===== config.mk =====
export PLATFORM = sky130hd
export DESIGN_NAME = rmii_rx
export DESIGN_NICKNAME = d
export VERILOG_FILES = /design/src/rtl/eth_types_pkg.sv /design/src/rtl/crc32_d8.sv /design/src/rtl/rmii_rx.sv
export SDC_FILE = /design/constraint.sdc
export NUM_CORES = 1
export LEC_CHECK = 0
export CAP_MARGIN = 20
export CORE_ASPECT_RATIO = 0.8
export CORE_UTILIZATION = 59
export DETAILED_ROUTE_END_ITERATION = 6
export PLACE_DENSITY_LB_ADDON = 0.3
export SLEW_MARGIN = 20
export SYNTH_ARGS = -nofsm -noshare
export SYNTH_HDL_FRONTEND = slang
export SYNTH_SLANG_ARGS = --single-unit

===== constraint.sdc =====
create_clock -name clk -period 2.5 [get_ports clk]
set_input_delay 0.5 -clock clk [delete_from_list [all_inputs] [get_ports clk]]
set_output_delay 0.5 -clock clk [all_outputs]
set_load 0.01 [all_outputs]

===== src/rtl/eth_types_pkg.sv =====
`default_nettype none
// ============================================================================
//  Module      : eth_types_pkg
//  Description : Shared Ethernet types and constants: RMII receive state
//                encoding, preamble/SFD symbols and CRC-32 parameters.
//  Revision    : 1.0 - initial release
// ============================================================================
package eth_types_pkg;

  // Receive state machine encoding
  typedef enum logic [1:0] {
    RX_IDLE     = 2'd0,
    RX_PREAMBLE = 2'd1,
    RX_DATA     = 2'd2,
    RX_DROP     = 2'd3
  } rmii_rx_state_t;

  // Line symbols
  localparam logic [1:0]  PREAMBLE_DIBIT  = 2'b01;
  localparam logic [1:0]  SFD_DIBIT       = 2'b11;
  localparam logic [7:0]  SFD_BYTE        = 8'hD5;

  // Reflected Ethernet CRC-32
  localparam logic [31:0] CRC32_POLY      = 32'hEDB88320;
  localparam logic [31:0] CRC32_INIT      = 32'hFFFFFFFF;
  localparam logic [31:0] CRC32_RESIDUE   = 32'hDEBB20E3;

  // Shortest legal frame, destination MAC through FCS
  localparam logic [10:0] MIN_FRAME_BYTES = 11'd64;

  // Fold one byte into a reflected CRC-32 register, least significant bit first.
  function automatic logic [31:0] crc32_byte(input logic [31:0] crc, input logic [7:0] data);
    logic [31:0] c;
    c = crc;
    for (int i = 0; i < 8; i++) begin
      if (c[0] ^ data[i]) begin
        c = (c >> 1) ^ CRC32_POLY;
      end else begin
        c = c >> 1;
      end
    end
    return c;
  endfunction

endpackage
`default_nettype wire


===== src/rtl/crc32_d8.sv =====
`default_nettype none
// ============================================================================
//  Module      : crc32_d8
//  Description : Combinational next-state for a byte-wide reflected CRC-32.
//                The caller owns the CRC register.
//  Revision    : 1.0 - initial release
// ============================================================================
module crc32_d8
  import eth_types_pkg::*;
(
  input  logic [7:0]  data,
  input  logic [31:0] crc_in,
  output logic [31:0] crc_out
);

  // Next CRC value after absorbing one byte
  assign crc_out = crc32_byte(crc_in, data);

endmodule
`default_nettype wire


===== src/rtl/rmii_rx.sv =====
`default_nettype none
// ============================================================================
//  Module      : rmii_rx
//  Description : 100 Mb/s RMII receiver. Hunts preamble/SFD, assembles bytes
//                LSB-first from dibits, checks CRC-32, alignment, rx_er and
//                length, and reports each accepted frame with frame_end.
//  Revision    : 1.0 - initial release
// ============================================================================
module rmii_rx
  import eth_types_pkg::*;
#(
  parameter int MIN_PREAMBLE_DIBITS = 8,
  parameter int MAX_FRAME_BYTES     = 1522
) (
  input  logic        clk,
  input  logic        reset,
  input  logic [1:0]  rxd,
  input  logic        crs_dv,
  input  logic        rx_er,
  output logic [7:0]  received_byte,
  output logic        byte_valid,
  output logic        frame_end,
  output logic        frame_ok,
  output logic [10:0] frame_len
);

  localparam int                   PRE_CNT_W   = $clog2(MIN_PREAMBLE_DIBITS + 2);
  localparam logic [PRE_CNT_W-1:0] PRE_CNT_MIN = PRE_CNT_W'(MIN_PREAMBLE_DIBITS);
  localparam logic [PRE_CNT_W-1:0] PRE_CNT_ONE = PRE_CNT_W'(1);
  localparam logic [10:0]          LEN_LIMIT   = 11'(MAX_FRAME_BYTES);

  // Input pipeline: stage 1 is the pin register; stage 2 holds the dibit
  // being classified while stage 1 already shows the following cycle's
  // crs_dv, so a dibit can be judged on its own and its successor's carrier.
  logic [1:0] rxd_s1;
  logic [1:0] rxd_s2;
  logic       crs_s1;
  logic       crs_s2;
  logic       er_s1;
  logic       er_s2;

  // Carrier considered present if crs_dv was high in the dibit's own cycle or
  // the next one; its absence is exactly two consecutive low cycles.
  logic       dibit_is_data;

  rmii_rx_state_t      state;
  logic [PRE_CNT_W-1:0] pre_cnt;
  logic [5:0]           shift_reg;     // three most recent dibits, newest on top
  logic [1:0]           dibit_cnt;     // dibits since the SFD, modulo 4
  logic [10:0]          len_cnt;       // bytes since the SFD, saturating
  logic [10:0]          len_next;
  logic                 err_flag;
  logic                 after_reset;   // first cycle after reset release

  // One-cycle staging between byte assembly and the byte_valid strobe
  logic                 pend_valid;
  logic                 pend_sfd;
  logic [7:0]           pend_byte;

  // Frame-end request, resolved against the CRC one cycle later
  logic                 end_pend;
  logic                 end_bad;

  logic [31:0]          crc;
  logic [31:0]          crc_next;

  assign dibit_is_data = crs_s2 | crs_s1;
  assign len_next      = (len_cnt == 11'h7FF) ? len_cnt : len_cnt + 11'd1;

  crc32_d8 u_crc32_d8 (
    .data    (pend_byte),
    .crc_in  (crc),
    .crc_out (crc_next)
  );

  // Register the RMII pins, then delay one more stage for carrier look-ahead
  always_ff @(posedge clk) begin
    if (reset) begin
      rxd_s1 <= 2'b00;
      rxd_s2 <= 2'b00;
      crs_s1 <= 1'b0;
      crs_s2 <= 1'b0;
      er_s1  <= 1'b0;
      er_s2  <= 1'b0;
    end else begin
      rxd_s1 <= rxd;
      crs_s1 <= crs_dv;
      er_s1  <= rx_er;
      rxd_s2 <= rxd_s1;
      crs_s2 <= crs_s1;
      er_s2  <= er_s1;
    end
  end

  // Receive state machine, CRC register and registered outputs
  always_ff @(posedge clk) begin
    if (reset) begin
      state         <= RX_IDLE;
      pre_cnt       <= '0;
      shift_reg     <= '0;
      dibit_cnt     <= '0;
      len_cnt       <= '0;
      err_flag      <= 1'b0;
      after_reset   <= 1'b1;
      pend_valid    <= 1'b0;
      pend_sfd      <= 1'b0;
      pend_byte     <= '0;
      end_pend      <= 1'b0;
      end_bad       <= 1'b0;
      crc           <= '0;
      received_byte <= 8'h00;
      byte_valid    <= 1'b0;
      frame_end     <= 1'b0;
      frame_ok      <= 1'b0;
      frame_len     <= '0;
    end else begin
      after_reset <= 1'b0;
      pend_valid  <= 1'b0;
      pend_sfd    <= 1'b0;
      end_pend    <= 1'b0;

      // Publish the staged byte; the SFD marker is shown but not checksummed
      byte_valid <= pend_valid;
      if (pend_valid) begin
        received_byte <= pend_byte;
      end
      if (pend_valid && !pend_sfd) begin
        crc <= crc_next;
      end

      // Frame verdict uses the CRC after the final byte has been absorbed
      frame_end <= end_pend;
      frame_ok  <= end_pend && !end_bad && (crc == CRC32_RESIDUE) &&
                   (len_cnt >= MIN_FRAME_BYTES) && (len_cnt <= LEN_LIMIT);
      if (end_pend) begin
        frame_len <= len_cnt;
      end

      unique case (state)
        RX_IDLE: begin
          if (dibit_is_data && (rxd_s2 == PREAMBLE_DIBIT)) begin
            state   <= RX_PREAMBLE;
            pre_cnt <= PRE_CNT_ONE;
          end
        end

        RX_PREAMBLE: begin
          if (!dibit_is_data) begin
            state <= RX_DROP;
          end else if (rxd_s2 == PREAMBLE_DIBIT) begin
            if (pre_cnt < PRE_CNT_MIN) begin
              pre_cnt <= pre_cnt + PRE_CNT_ONE;
            end
          end else if ((rxd_s2 == SFD_DIBIT) && (pre_cnt >= PRE_CNT_MIN)) begin
            state      <= RX_DATA;
            dibit_cnt  <= 2'd0;
            len_cnt    <= '0;
            err_flag   <= 1'b0;
            crc        <= CRC32_INIT;
            pend_valid <= 1'b1;
            pend_sfd   <= 1'b1;
            pend_byte  <= SFD_BYTE;
          end else begin
            state <= RX_DROP;
          end
        end

        RX_DATA: begin
          if (!dibit_is_data) begin
            // Partial trailing byte is discarded and marks the frame bad
            state    <= RX_IDLE;
            end_pend <= 1'b1;
            end_bad  <= (dibit_cnt != 2'd0) || err_flag;
          end else begin
            shift_reg <= {rxd_s2, shift_reg[5:2]};
            dibit_cnt <= dibit_cnt + 2'd1;
            if (er_s2) begin
              err_flag <= 1'b1;
            end
            if (dibit_cnt == 2'd3) begin
              len_cnt <= len_next;
              if (len_cnt >= LEN_LIMIT) begin
                // Oversize: report now, swallow the remainder of the frame
                state    <= RX_DROP;
                end_pend <= 1'b1;
                end_bad  <= 1'b1;
              end else begin
                pend_valid <= 1'b1;
                pend_byte  <= {rxd_s2, shift_reg};
              end
            end
          end
        end

        RX_DROP: begin
          if (!dibit_is_data) begin
            state <= RX_IDLE;
          end
        end

        default: begin
          state <= RX_IDLE;
        end
      endcase

      // Carrier already up when leaving reset: never lock mid-frame
      if (after_reset && crs_dv) begin
        state <= RX_DROP;
      end
    end
  end

endmodule
`default_nettype wire


==> impl_metrics.yaml <==
worst_hold_path:
  hp-class: "primary input to flip-flop"
global_route:
  global_route.usage.met2: 0.3752
  track_usage: 0.2752
  antenna_found_initial: 0
  grt_start_max_net_pins: 48
  grt.met3_usage: 0.05892
  first_global_vias: 3540
  use_met1: 0.4323
  globalRouteOverflowTotal: 0
  top_usage_layer: "met1"
  grt_first_pass_wirelength_um: 18100
worst_setup_path:
  start_kind: "flip-flop"
  cp.arrival_ns: 2.49
  path_delay_family: "compound AO/OA/AOI/OAI gates"
  slowest_delay_ns: 0.36
  crit_type: "flip-flop to flip-flop"
  r2r_setup_slack_ns: 0.28
  crit_fanout: 12
  required_ns: 2.76
  cp_slowest_cell: "a2111oi_0"
  path_buf_inv: 3
  worstSetupEndpointType: "flip-flop"
  critical_path.cell_chain: "inv_1, ha_1, buf_4, nand4_1, a21o_1, a2111oi_0, buf_4, nand4_1, xor2_1, nor2_1"
floorplan:
  initial_utilization: 0.6081
  die_y_um: 82.95
  coreArea_um2: 7946
  ios: 28
  dieArea_um2: 8558
  dieWidth_um: 103.2
  core.rowCount: 29
synth:
  synth_area_leaders: "dfxtp_1 (42%), xnor2_1 (8.5%), nand2_1 (6.0%), mux2i_1 (3.9%), nor2_1 (3.9%)"
  seq_area_frac_synth: 0.4184
  synth_cell_types: 49
  ys_ff_latch: 101
  synth_top_area_frac: 0.4184
  yosysWarningCount: 0
  synth_cells: 536
  synth_edf_count: 0
  syn-num-nets: 552
  yosys.area.top_type: "dfxtp_1"
  synth-main-ff-cell: "dfxtp_1"
  avgSynthCellArea_um2: 9.015
  netlist_area_um2: 4832
  synth-async-reset-ratio: 0
power:
  p_leak_uw: 0.001855
  ir_drop_v: 0.0003005
  power.density_nw_per_um2: 512.3
cells_and_area:
  mostFrequentLayoutCells: "dfxtp_1 (101), nand2_1 (77), nor2_1 (50), xnor2_1 (47), a21oi_1 (27)"
  area_growth_pct: 12.66
  drive_above_1_share: 0.09825
  fin_nets: 581
  largest_register_ffs: 32
  top_regs: "crc: 32 flops, frame_len: 11 flops, len_cnt: 11 flops"
  largest-register: "crc"
  final_core_util: 0.6851
  final_common_cell: "dfxtp_1"
  diodes: 0
clock_network:
  htree_levels: 3
  ctsResizeCount: 0
  clk_latency_ns: 0.38
  cts_buffers: 9
  ctsHoldBuffers: 0
  cts_tree: "built"
  cts_sinks: 101
  post_cts_buffers: 0
  cts_max_path_buffers: 2
  path_clk_slew_ns: 0.11
  cts_root_buf: "clkbuf_8"
timing:
  hold_viol: 0
  worstMarginPinSlew_ns: 0.7304
  setup_violations: 0
  relSlewSlack: 0.5130
  grt_setup_unrepaired: "false"
  fmax_mhz: 450.3
  fin_skew_ns: 0.01626
  tns_ns: 0
  finalCritPeriodShare: 0.8882
  slew_viol_final: 0
  period_needed_ns: 2.221
place:
  hpwl_um: 8084
  gp_congestion: 0.9098
  portBuffers: 27
flow_run:
  drv_cap: 0
route:
  drt-vias-per-instance: 5.733
  totalWireLength_um: 10960
  drc: 0
  vias: 3887
  wl_per_cell_um: 16.16
  first_pass_iters: 7
  antenna_left: 0
  initialDrtViolationCount: 346
run_status:
  status: "finished clean"
## per-layer routing
| metal | vias up | share of wire |
|---|---|---|
| met5 | - | 0 |
| met4 | 0 | 0.017 |
| met3 | 15 | 0.064 |
| met2 | 151 | 0.42 |
| met1 | 1843 | 0.50 |
| li1 | 1878 | - |
## path summary, 6_finish.rpt
kind / from / to / cells after the start
min reg2reg: rxd_s1[1]$_SDFF_PP0_ / rxd_s2[1]$_SDFF_PP0_ / 1
max: state[1]$_SDFFE_PP0P_ / len_cnt[7]$_SDFFE_PP0P_ / 10
max reg2reg: state[1]$_SDFFE_PP0P_ / len_cnt[7]$_SDFFE_PP0P_ / 10
min: reset / frame_end$_SDFF_PP0_ / 2
## synth_stat cells, drive strengths merged (3+ instances only)
| cell | n |
|---|---|
| nand4 | 9 |
| nor3 | 10 |
| buf | 4 |
| dfxtp | 101 |
| a22oi | 4 |
| a21oi | 27 |
| nand2 | 77 |
| nand3 | 6 |
| o221a | 5 |
| ha | 10 |
| xor2 | 21 |
| nor2 | 50 |
| or3 | 4 |
| nand2b | 5 |
| o21ai | 18 |
| and3 | 3 |
| nor2b | 12 |
| inv | 17 |
| a31oi | 22 |
| xor3 | 3 |
| xnor2 | 55 |
| clkbuf | 24 |
| mux2i | 19 |
| a211oi | 3 |
## power breakdown
group | switching (uW) | internal, uW
sequential | 14.9 | 1630
clock | 572 | 372
combinational | 125 | 78.3
total | 712 | 2080
## worst register-to-register path, cell delays in order (launching register included)
cell       delay, ns
dfxtp_1         0.35
inv_1           0.11
ha_1            0.18
buf_4           0.18
nand4_1         0.13
a21o_1          0.25
a2111oi_0       0.37
buf_4           0.20
nand4_1         0.12
xor2_1          0.17
nor2_1          0.05
## final cells by class
type / count / area [um^2]
repair buffers: 46 / 407.9
well taps: 108 / 135.1
fillers: 634 / 2502
clock buffers: 10 / 127.6
multi-input cells: 390 / 2643
clock inverters: 6 / 45.04
flip-flops and latches: 101 / 2022
inverters: 17 / 63.81
## cells by family after synthesis
| group | Yosys count | synth area share |
|---|---|---|
| multiplexers | 19 | 0.03936 |
| adder cells (fa/ha/maj) | 10 | 0.02589 |
| AND/OR/NAND/NOR | 188 | 0.1771 |
| buffers and inverters | 45 | 0.03521 |
| flip-flops | 101 | 0.4184 |
| AO/OA/AOI/OAI | 94 | 0.1235 |
| XOR/XNOR | 79 | 0.1805 |
## stage by stage
| stage | instance area [um^2] | total power, uW | setup slack [ns] | hold slack, ns | cells |
|---|---|---|---|---|---|
| detailed placement | 5271 | 1875 | 0.3661 | 0.4239 | 662 |
| floorplan | 4832 | 1813 | 0.4948 | 0.4138 | 536 |
| CTS | 5444 | 2797 | 0.3136 | 0.3952 | 678 |
| global route | 5444 | 2900 | 0.09346 | 0.4086 | 678 |
| global placement | 5271 | 1868 | 0.4232 | 0.4243 | 662 |
| finish | 5444 | 2789 | 0.2794 | 0.4220 | 678 |
Note: power is estimated with default switching activity, not from simulation.
